[src/rtl/ternary_neuron_serial_if.sv]
// Operand-stream and result handshake bundle for the serial ternary neuron.
interface ternary_neuron_serial_if #(
    parameter int IN_W  = 3,
    parameter int ACC_W = 7
);
    logic                    in_valid;
    logic                    in_ready;
    logic [IN_W-1:0]         in_data;
    logic [1:0]              in_weight;
    logic                    out_valid;
    logic                    out_ready;
    logic                    out_bit;
    logic signed [ACC_W-1:0] out_sum;

    modport master (
        output in_valid, in_data, in_weight, out_ready,
        input  in_ready, out_valid, out_bit, out_sum
    );

    modport slave (
        input  in_valid, in_data, in_weight, out_ready,
        output in_ready, out_valid, out_bit, out_sum
    );
endinterface

[src/rtl/ternary_neuron_serial.sv]
// Serial ternary-weight threshold neuron: saturating signed accumulate of
// N_IN weighted beats, then a held strict-greater-than decision.
module ternary_neuron_serial #(
    parameter int N_IN      = 5,
    parameter int IN_W      = 3,
    parameter int ACC_W     = 7,
    parameter int TRUNC_LSB = 0
) (
    input  logic                    clk,
    input  logic                    rst_n,
    input  logic                    clr,
    input  logic signed [ACC_W-1:0] thresh,
    ternary_neuron_serial_if.slave  bus,
    output logic                    bad_weight
);
    localparam int CNT_W = (N_IN > 1) ? $clog2(N_IN) : 1;
    localparam int SW    = ACC_W + 2;

    localparam logic [CNT_W-1:0] LAST = CNT_W'(N_IN - 1);
    localparam logic [IN_W-1:0]  KEEP = {IN_W{1'b1}} << TRUNC_LSB;

    localparam logic signed [SW-1:0] HI = SW'(2 ** (ACC_W - 1) - 1);
    localparam logic signed [SW-1:0] LO = ~HI;

    localparam logic [0:0] ACCUM = 1'b0;
    localparam logic [0:0] HOLD  = 1'b1;

    logic [0:0]              state;
    logic [CNT_W-1:0]        cnt;
    logic signed [ACC_W-1:0] acc;
    logic signed [ACC_W-1:0] thresh_q;
    logic signed [ACC_W-1:0] thr_eff;
    logic signed [ACC_W-1:0] acc_nx;
    logic signed [ACC_W-1:0] sum_q;
    logic                    bit_q;
    logic signed [SW-1:0]    op;
    logic signed [SW-1:0]    term;
    logic signed [SW-1:0]    sum;
    logic                    w_pos;
    logic                    w_neg;
    logic                    accept;

    assign bus.in_ready  = (state == ACCUM);
    assign bus.out_valid = (state == HOLD);
    assign bus.out_bit   = bit_q;
    assign bus.out_sum   = sum_q;

    assign accept = bus.in_valid && (state == ACCUM);
    assign w_pos  = (bus.in_weight == 2'b01);
    assign w_neg  = (bus.in_weight == 2'b11);

    // With N_IN=1 the first beat is also the last, so compare
    // against the live threshold rather than the not-yet-loaded copy.
    assign thr_eff = (cnt == '0) ? thresh : thresh_q;

    always_comb begin
        op   = SW'(bus.in_data & KEEP);
        term = '0;
        unique case (1'b1)
            w_pos:   term = op;
            w_neg:   term = -op;
            default: term = '0;
        endcase
        sum = SW'(acc) + term;
        if (sum > HI) begin
            acc_nx = HI[ACC_W-1:0];
        end else if (sum < LO) begin
            acc_nx = LO[ACC_W-1:0];
        end else begin
            acc_nx = sum[ACC_W-1:0];
        end
    end

    always_ff @(posedge clk or negedge rst_n) begin
        if (!rst_n) begin
            state      <= ACCUM;
            cnt        <= '0;
            acc        <= '0;
            thresh_q   <= '0;
            sum_q      <= '0;
            bit_q      <= 1'b0;
            bad_weight <= 1'b0;
        end else if (clr) begin
            state <= ACCUM;
            cnt   <= '0;
            acc   <= '0;
        end else if (accept) begin
            if (bus.in_weight == 2'b10) begin
                bad_weight <= 1'b1;
            end
            if (cnt == '0) begin
                thresh_q <= thresh;
            end
            if (cnt == LAST) begin
                sum_q <= acc_nx;
                bit_q <= (acc_nx > thr_eff);
                state <= HOLD;
                acc   <= '0;
                cnt   <= '0;
            end else begin
                acc <= acc_nx;
                cnt <= cnt + 1'b1;
            end
        end else if (state == HOLD && bus.out_ready) begin
            state <= ACCUM;
        end
    end
endmodule

[src/flat_wrapper.sv]
// flat-port wrapper written by rule: the top's interface ports become plain ports
module ternary_neuron_serial_flat 
#(
    parameter int N_IN      = 5,
    parameter int IN_W      = 3,
    parameter int ACC_W     = 7,
    parameter int TRUNC_LSB = 0
)
  (clk, rst_n, clr, thresh, bad_weight, bus_in_valid, bus_in_data, bus_in_weight, bus_out_ready, bus_in_ready, bus_out_valid, bus_out_bit, bus_out_sum);
  ternary_neuron_serial_if #(.IN_W(IN_W), .ACC_W(ACC_W)) bus_i ();
  input  logic clk;
  input  logic rst_n;
  input  logic clr;
  input  logic signed [ACC_W-1:0] thresh;
  output logic bad_weight;
  input wire logic [$bits(bus_i.in_valid)-1:0] bus_in_valid;
  input wire logic [$bits(bus_i.in_data)-1:0] bus_in_data;
  input wire logic [$bits(bus_i.in_weight)-1:0] bus_in_weight;
  input wire logic [$bits(bus_i.out_ready)-1:0] bus_out_ready;
  output wire logic [$bits(bus_i.in_ready)-1:0] bus_in_ready;
  output wire logic [$bits(bus_i.out_valid)-1:0] bus_out_valid;
  output wire logic [$bits(bus_i.out_bit)-1:0] bus_out_bit;
  output wire logic [$bits(bus_i.out_sum)-1:0] bus_out_sum;
  assign bus_i.in_valid = bus_in_valid;
  assign bus_i.in_data = bus_in_data;
  assign bus_i.in_weight = bus_in_weight;
  assign bus_i.out_ready = bus_out_ready;
  assign bus_in_ready = bus_i.in_ready;
  assign bus_out_valid = bus_i.out_valid;
  assign bus_out_bit = bus_i.out_bit;
  assign bus_out_sum = bus_i.out_sum;
  ternary_neuron_serial #(.N_IN(N_IN), .IN_W(IN_W), .ACC_W(ACC_W), .TRUNC_LSB(TRUNC_LSB)) u_core (.clk(clk), .rst_n(rst_n), .clr(clr), .thresh(thresh), .bus(bus_i), .bad_weight(bad_weight));
endmodule
[config.mk]
export PLATFORM = sky130hd
export DESIGN_NAME = ternary_neuron_serial_flat
export DESIGN_NICKNAME = d
export VERILOG_FILES = /design/src/rtl/ternary_neuron_serial_if.sv /design/src/rtl/ternary_neuron_serial.sv /design/src/flat_wrapper.sv
export SDC_FILE = /design/constraint.sdc
export NUM_CORES = 1
export LEC_CHECK = 0
export ABC_AREA = 0
export BUFFER_PORTS_ARGS = -buffer_cell sky130_fd_sc_hd__buf_2
export CELL_PAD_IN_SITES_DETAIL_PLACEMENT = 0
export CELL_PAD_IN_SITES_GLOBAL_PLACEMENT = 1
export CORE_MARGIN = 10
export CORE_UTILIZATION = 39
export CTS_CLUSTER_SIZE = 12
export DETAILED_ROUTE_END_ITERATION = 8
export PLACE_DENSITY = 0.82
export SLEW_MARGIN = 30
export SYNTH_ARGS = -nofsm -noshare
export SYNTH_HDL_FRONTEND = slang
export SYNTH_SLANG_ARGS = --single-unit
[constraint.sdc]
create_clock -name clk -period 3.38 [get_ports clk]
set_clock_uncertainty 0.1 [all_clocks]
set_input_delay 0 -clock clk [delete_from_list [all_inputs] [get_ports clk]]
set_output_delay 0 -clock clk [all_outputs]
set_load 0.02 [all_outputs]
======== Word level (Yosys, flattened, before mapping) ========
Cells that the tools add are included.
cells by class
  eq/ne operators ......................... 5
  reductions and logical operators ........ 9
  add/subtract/negate cells ............... 3
  bitwise gates (word level) .............. 2
  mux-type cells .......................... 14
  $lt $le $gt $ge ......................... 3
operator list
  cell                                                        count
  2-to-1 mux 7 bit                                            6
  one-hot mux 9 bit (2 select lines)                          1
  adder 7 x 9 -> 9 bit                                        1
  > comparator 9 x 7 -> 1 bit, second input constant          1
  less-than comparator 9 x 7 -> 1 bit, second input constant  1
  2-to-1 mux 3 bit                                            3
  negator 3 -> 9 bit                                          1
  > comparator 7 bit                                          1
  AND reduction 3 bit                                         2
  == test 2 bit, second input constant                        2
  2-to-1 mux 1 bit                                            4
  AND reduction 2 bit                                         2
  adder 3 x 1 -> 3 bit, second input constant                 1
  == test 3 bit, second input constant                        1
  logical NOT 3 bit                                           1
  inequality test 3 bit, second input constant                1
  nonzero test 3 bit                                          1
  == test 2 x 1 -> 1 bit, second input constant               1
  logical AND 1 bit                                           2
  inverter 1 bit                                              2
  nonzero test 2 bit                                          1
storage, ports and cells
  logic and storage cells ................. 43
  output and inout port bits .............. 11
  input bits .............................. 17
  flip-flop bits (word level) ............. 27

======== Depth between registers and ports, before layout ========
  depth after elaboration ................. 9
  depth in mapped cells ................... 19
  gate-level depth less buffers ........... 19

======== Least setup slack after synthesis ========
OpenSTA, ideal clock, no wires.
  path kind ............................... in2reg
  start point ............................. input bus_in_data[0]
  end point ............................... register u_core.bit_q (netlist: u_core.bus.out_bit)
  setup slack ............................. -0.053 ns
  data arrival time ....................... 3.212 ns
  required time ........................... 3.159 ns
  stages on the path ...................... 18
  buffers on the path ..................... 0
  library setup time ...................... 0.121 ns
  cell sequence ........................... inv_1 > ha_1 > ha_1 > mux2i_1 > nor2_1 > ha_1 > o211ai_1 > o21ai_0 > a2111oi_2 > nor4_4 > nor2b_1 > ha_1 > nor2b_1 > o21a_1 > o21a_1 > o211ai_1 > a21oi_1 > o22a_1
on the way
  word-level cells in the longest chain between the ends .. 7
  elaborated cells on any way between the ends .. 8
  those cells by class .................... add/sub: 2; order compare: 3; mux: 3
ends and longest elaborated chain
  what                                    RTL line                     RTL
  start: declaration                      flat_wrapper.sv:17           input wire logic [$bits(bus_i.in_data)-1:0] bus_in_data;
  negator 3 -> 9 bit                      ternary_neuron_serial.sv:61  w_neg: term = -op;
  one-hot mux 9 bit (2 select lines) (*)  ternary_neuron_serial.sv:59  unique case (1'b1)
  adder 7 x 9 -> 9 bit (*)                ternary_neuron_serial.sv:64  sum = SW'(acc) + term;
  less-than comparator 9 x 7 -> 1 bit     ternary_neuron_serial.sv:67  end else if (sum < LO) begin
  2-to-1 mux 7 bit                        ternary_neuron_serial.sv:67
  2-to-1 mux 7 bit (*)                    ternary_neuron_serial.sv:65  if (sum > HI) begin
  via u_core.acc_nx[1]                    ternary_neuron_serial.sv:33  logic signed [ACC_W-1:0] acc_nx;
  > comparator 7 bit (*)                  ternary_neuron_serial.sv:96  bit_q <= (acc_nx > thr_eff);
  end signal: assignment                  ternary_neuron_serial.sv:96
  end: declaration                        ternary_neuron_serial.sv:35  logic bit_q;
The timed path passes the listed nets; every way through them passes the cells marked *.
A chain may end at the register's enable or synchronous reset.

======== Final worst setup path ========
  start point ............................. register u_core.acc[0]
  end point ............................... register u_core.bit_q (netlist: u_core.bus.out_bit)
on the way
  word-level cells in the longest chain between the ends .. 5
  elaborated cells on any way between the ends .. 6
  those cells by class .................... add/sub: 1; order compare: 3; mux: 2
ends and longest elaborated chain
  what                                 RTL line                      RTL
  start: declaration                   ternary_neuron_serial.sv:30   logic signed [ACC_W-1:0] acc;
  start signal: assignment             ternary_neuron_serial.sv:101  acc <= acc_nx;
  adder 7 x 9 -> 9 bit (*)             ternary_neuron_serial.sv:64
  less-than comparator 9 x 7 -> 1 bit  ternary_neuron_serial.sv:67
  2-to-1 mux 7 bit                     ternary_neuron_serial.sv:67
  2-to-1 mux 7 bit (*)                 ternary_neuron_serial.sv:65
  via u_core.acc_nx[1]                 ternary_neuron_serial.sv:33
  > comparator 7 bit (*)               ternary_neuron_serial.sv:96
Marks and branches as above.

==> metrics.txt <==
register area=676 sq um; Placer Congestion=0.847; final setup fails=1; Synth Area in Compound Gates=0.210; mux cell area share after synthesis=0.0747; min cycle time layout=3490 ps; area share of the leading cell type in the synthesized netlist=0.370; # rows=24; register area share after synthesis=0.370; slew margin rel.=0.483; cell with the most instances after synthesis=dfrtp_1; HPWL after detailed placement=3600 microns; main combinational cell family by area after synthesis=compound AO/OA/AOI/OAI gates; synth unique cells=41; Adder-Cell Fraction of Synth Area=0.141; predominant post-synthesis flop cell=dfrtp_1; vias in the first global route=1665; max_cap viols=0; Synthesis Warnings=0; Fmax=0.287 GHz; Worst Path Required=3460 ps; CTS Root Cell=clkbuf_8; IO Pins=28; CTS tree=yes; Port Buf Inserts=27; GRT Total Usage=0.122; DR iter-0 viols=73; Std-Cell Core Area=4440 sq um; met1 Use GR=0.146; via count=1649; filler instances=407; CTS Buf Count=3; synth cell count leaders=dfrtp_1 (27), ha_1 (19), nor2_1 (19); Synth area leaders=dfrtp_1 (37%), ha_1 (13%), a21oi_1 (4.4%), mux2i_1 (4.4%), o21ai_0 (4.1%); DRC viols=0; Die Width=88.4 microns; Clock Sinks=27; worst slack, placed=-254 ps; die height=88.4 microns; Post-Syn Instances=191; EDFF count, synth=0; pin count of the biggest net entering global routing=28; FF+latch count, synth=27; failing checks=setup timing; gr ovfl total=0; post-DR wirelength/cell=14.8 microns; grt met2 use=0.212; die footprint=7820 sq um; Crit Path Class=flop to flop; Area growth, synth to finish=32.1%; final-stage net count=296; CP max stage delay=390 ps; area of the multi-input gates=1140 sq um; share of cells above drive strength 1=0.291; syn nets=228; RSZ-0062 raised after global routing=true; Worst Hold Class=primary input to flop; Slew Limit Fails=0; first drt pass iteration count=4; CP max-delay cell=dfrtp_1; Skew-Pair Late Insertion Delay=280 ps; overall power=1.18 mW; Worst-Margin Slew=770 ps; leading area contributor after synthesis=dfrtp_1; Hold Violations, Final=0; Syn Area/Cell=9.56 sq um; total wire length=4580 microns; PD cells=491 nW/um^2; worst-path maximum fanout=4; worst setup margin=-110 ps; Final Cycle Share=1.03; initial core utilization=0.411; placed cells=294; CTS Buffer Depth=2; Post-Synth XOR/XNOR Area=0.0288; mapped cell area=1830 sq um; # H-tree levels=1; WHS=7.86 ps; first-pass GRT wire length=7620 microns; status=complete, but fails checks; Routed Antenna Nets=0; vias per inst=5.32; diode count=0; CP Launch Type=flop; Peak supply drop=0.000322 V; CTS clk-pin slew, worst paths=90 ps; CP cell instances=ha_2, fa_2, a21o_1, a221oi_4, buf_6, xnor2_2, o21a_2, nor2_4, nor2b_1, ha_1, nor2b_1, o21a_1, o21a_1, o211ai_1, a21oi_1, o22a_1; asr flop ratio synth=1.00; leakage power=1.23 nW; M3 GR Usage=0.0211; Non-Filler Instances=310; CP Capture Type=flop; initial antenna violation count=0; crit path DAT=3570 ps; post-synthesis simple-gate area fraction=0.150; GRT busiest layer=met2
placed cells by master (no fill, tap or decap), types with 2 or more instances in the layout:
cell type and count:
nor2_1 18, xnor2_1 3, ha_1 18, mux2_2 5, and2_1 2, o21a_1 3
nand2_1 17, a21oi_1 16, buf_2 27, o211ai_1 2, o21ai_0 14, inv_1 10
xor2_1 2, nor3_1 3, dlygate4sd3_1 11, a21o_1 5, buf_4 26, nand3_1 2
nor2b_1 7, a22o_2 2, dfrtp_1 27, clkbuf_8 3, mux2i_1 8
through the flow:
stage,util,cell area [sq um],TNS (ps)
finish,0.543,2410,-110
global route,0.543,2410,-266
CTS,0.543,2410,-114
detailed placement,0.504,2240,-254
global placement,0.504,2240,-218
floorplan,-,1850,0
power by group:
part	total, mW	switching [mW]	internal (mW)
clock network	0.191	0.106	0.0849
registers	0.394	0.0289	0.366
logic	0.599	0.298	0.301
total	1.18	0.432	0.751
flip-flops by register name, summed over array words and instances (netlist names):
| register | count |
|---|---|
| u_core.acc | 7 |
| u_core.bad_weight | 1 |
| u_core.bus.out_bit | 1 |
| u_core.bus.out_sum | 7 |
| u_core.bus.out_valid | 1 |
| u_core.cnt | 3 |
| u_core.thresh_q | 7 |
logic make-up (layout without fill, tap and decap cells):
family,count (synthesis),after routing
buffers and inverters,12,79
xor gates and xnor gates,6,6
muxes,13,13
adders and majority gates,20,20
AOI/OAI and AO/OA,57,57
DFF,27,27
and+or+nand+nor,56,56
final timing paths:
kind	from	to	slack, ps	depth (start not counted)
worst max-delay path	u_core.acc[0]$_DFFE_PN0P_	u_core.bus.out_bit$_DFFE_PN0P_	-110	16
worst min-delay path	bus_in_weight[0]	u_core.bad_weight$_DFFE_PN0P_	8	3
worst max register to register	u_core.acc[0]$_DFFE_PN0P_	u_core.bus.out_bit$_DFFE_PN0P_	-110	16
worst min register to register	u_core.bad_weight$_DFFE_PN0P_	u_core.bad_weight$_DFFE_PN0P_	370	1
max in group asynchronous	rst_n	u_core.acc[6]$_DFFE_PN0P_	2610	2
min in group asynchronous	rst_n	u_core.thresh_q[0]$_DFFE_PN0P_	160	2
layout make-up:
| class | instances | area share |
|---|---|---|
| Tap cell | 52 | 0.0270 |
| Multi-Input combinational cell | 152 | 0.471 |
| Inverter | 10 | 0.0156 |
| Clock buffer | 4 | 0.0187 |
| Sequential cell | 27 | 0.280 |
| Timing Repair Buffer | 65 | 0.187 |
critical path, delay by kind of cell (launching register included):
kind	cells	cell delay [ps]
xor+xnor	1	110
simple gates	3	320
buf+inv	1	160
flops	1	390
compound gates	8	1490
fa+ha+maj	3	820
what timing repair did:
| item | in CTS | in global routing |
|---|---|---|
| hold endpoints to repair | 37 | 0 |
| endpoints found under the setup margin | 1 | 1 |
| hold buffers | 11 | 0 |
| buffers inserted | 1 | 0 |
| pin swaps | 4 | 0 |
| gates resized for setup | 3 | 0 |
per-layer routing:
metal	share of wire	routed length, microns
met1	0.47	2150
met2	0.49	2230
met3	0.031	140
met4	0.014	64
met5	0	0
No activity file was read; power rests on OpenSTA's default activity.
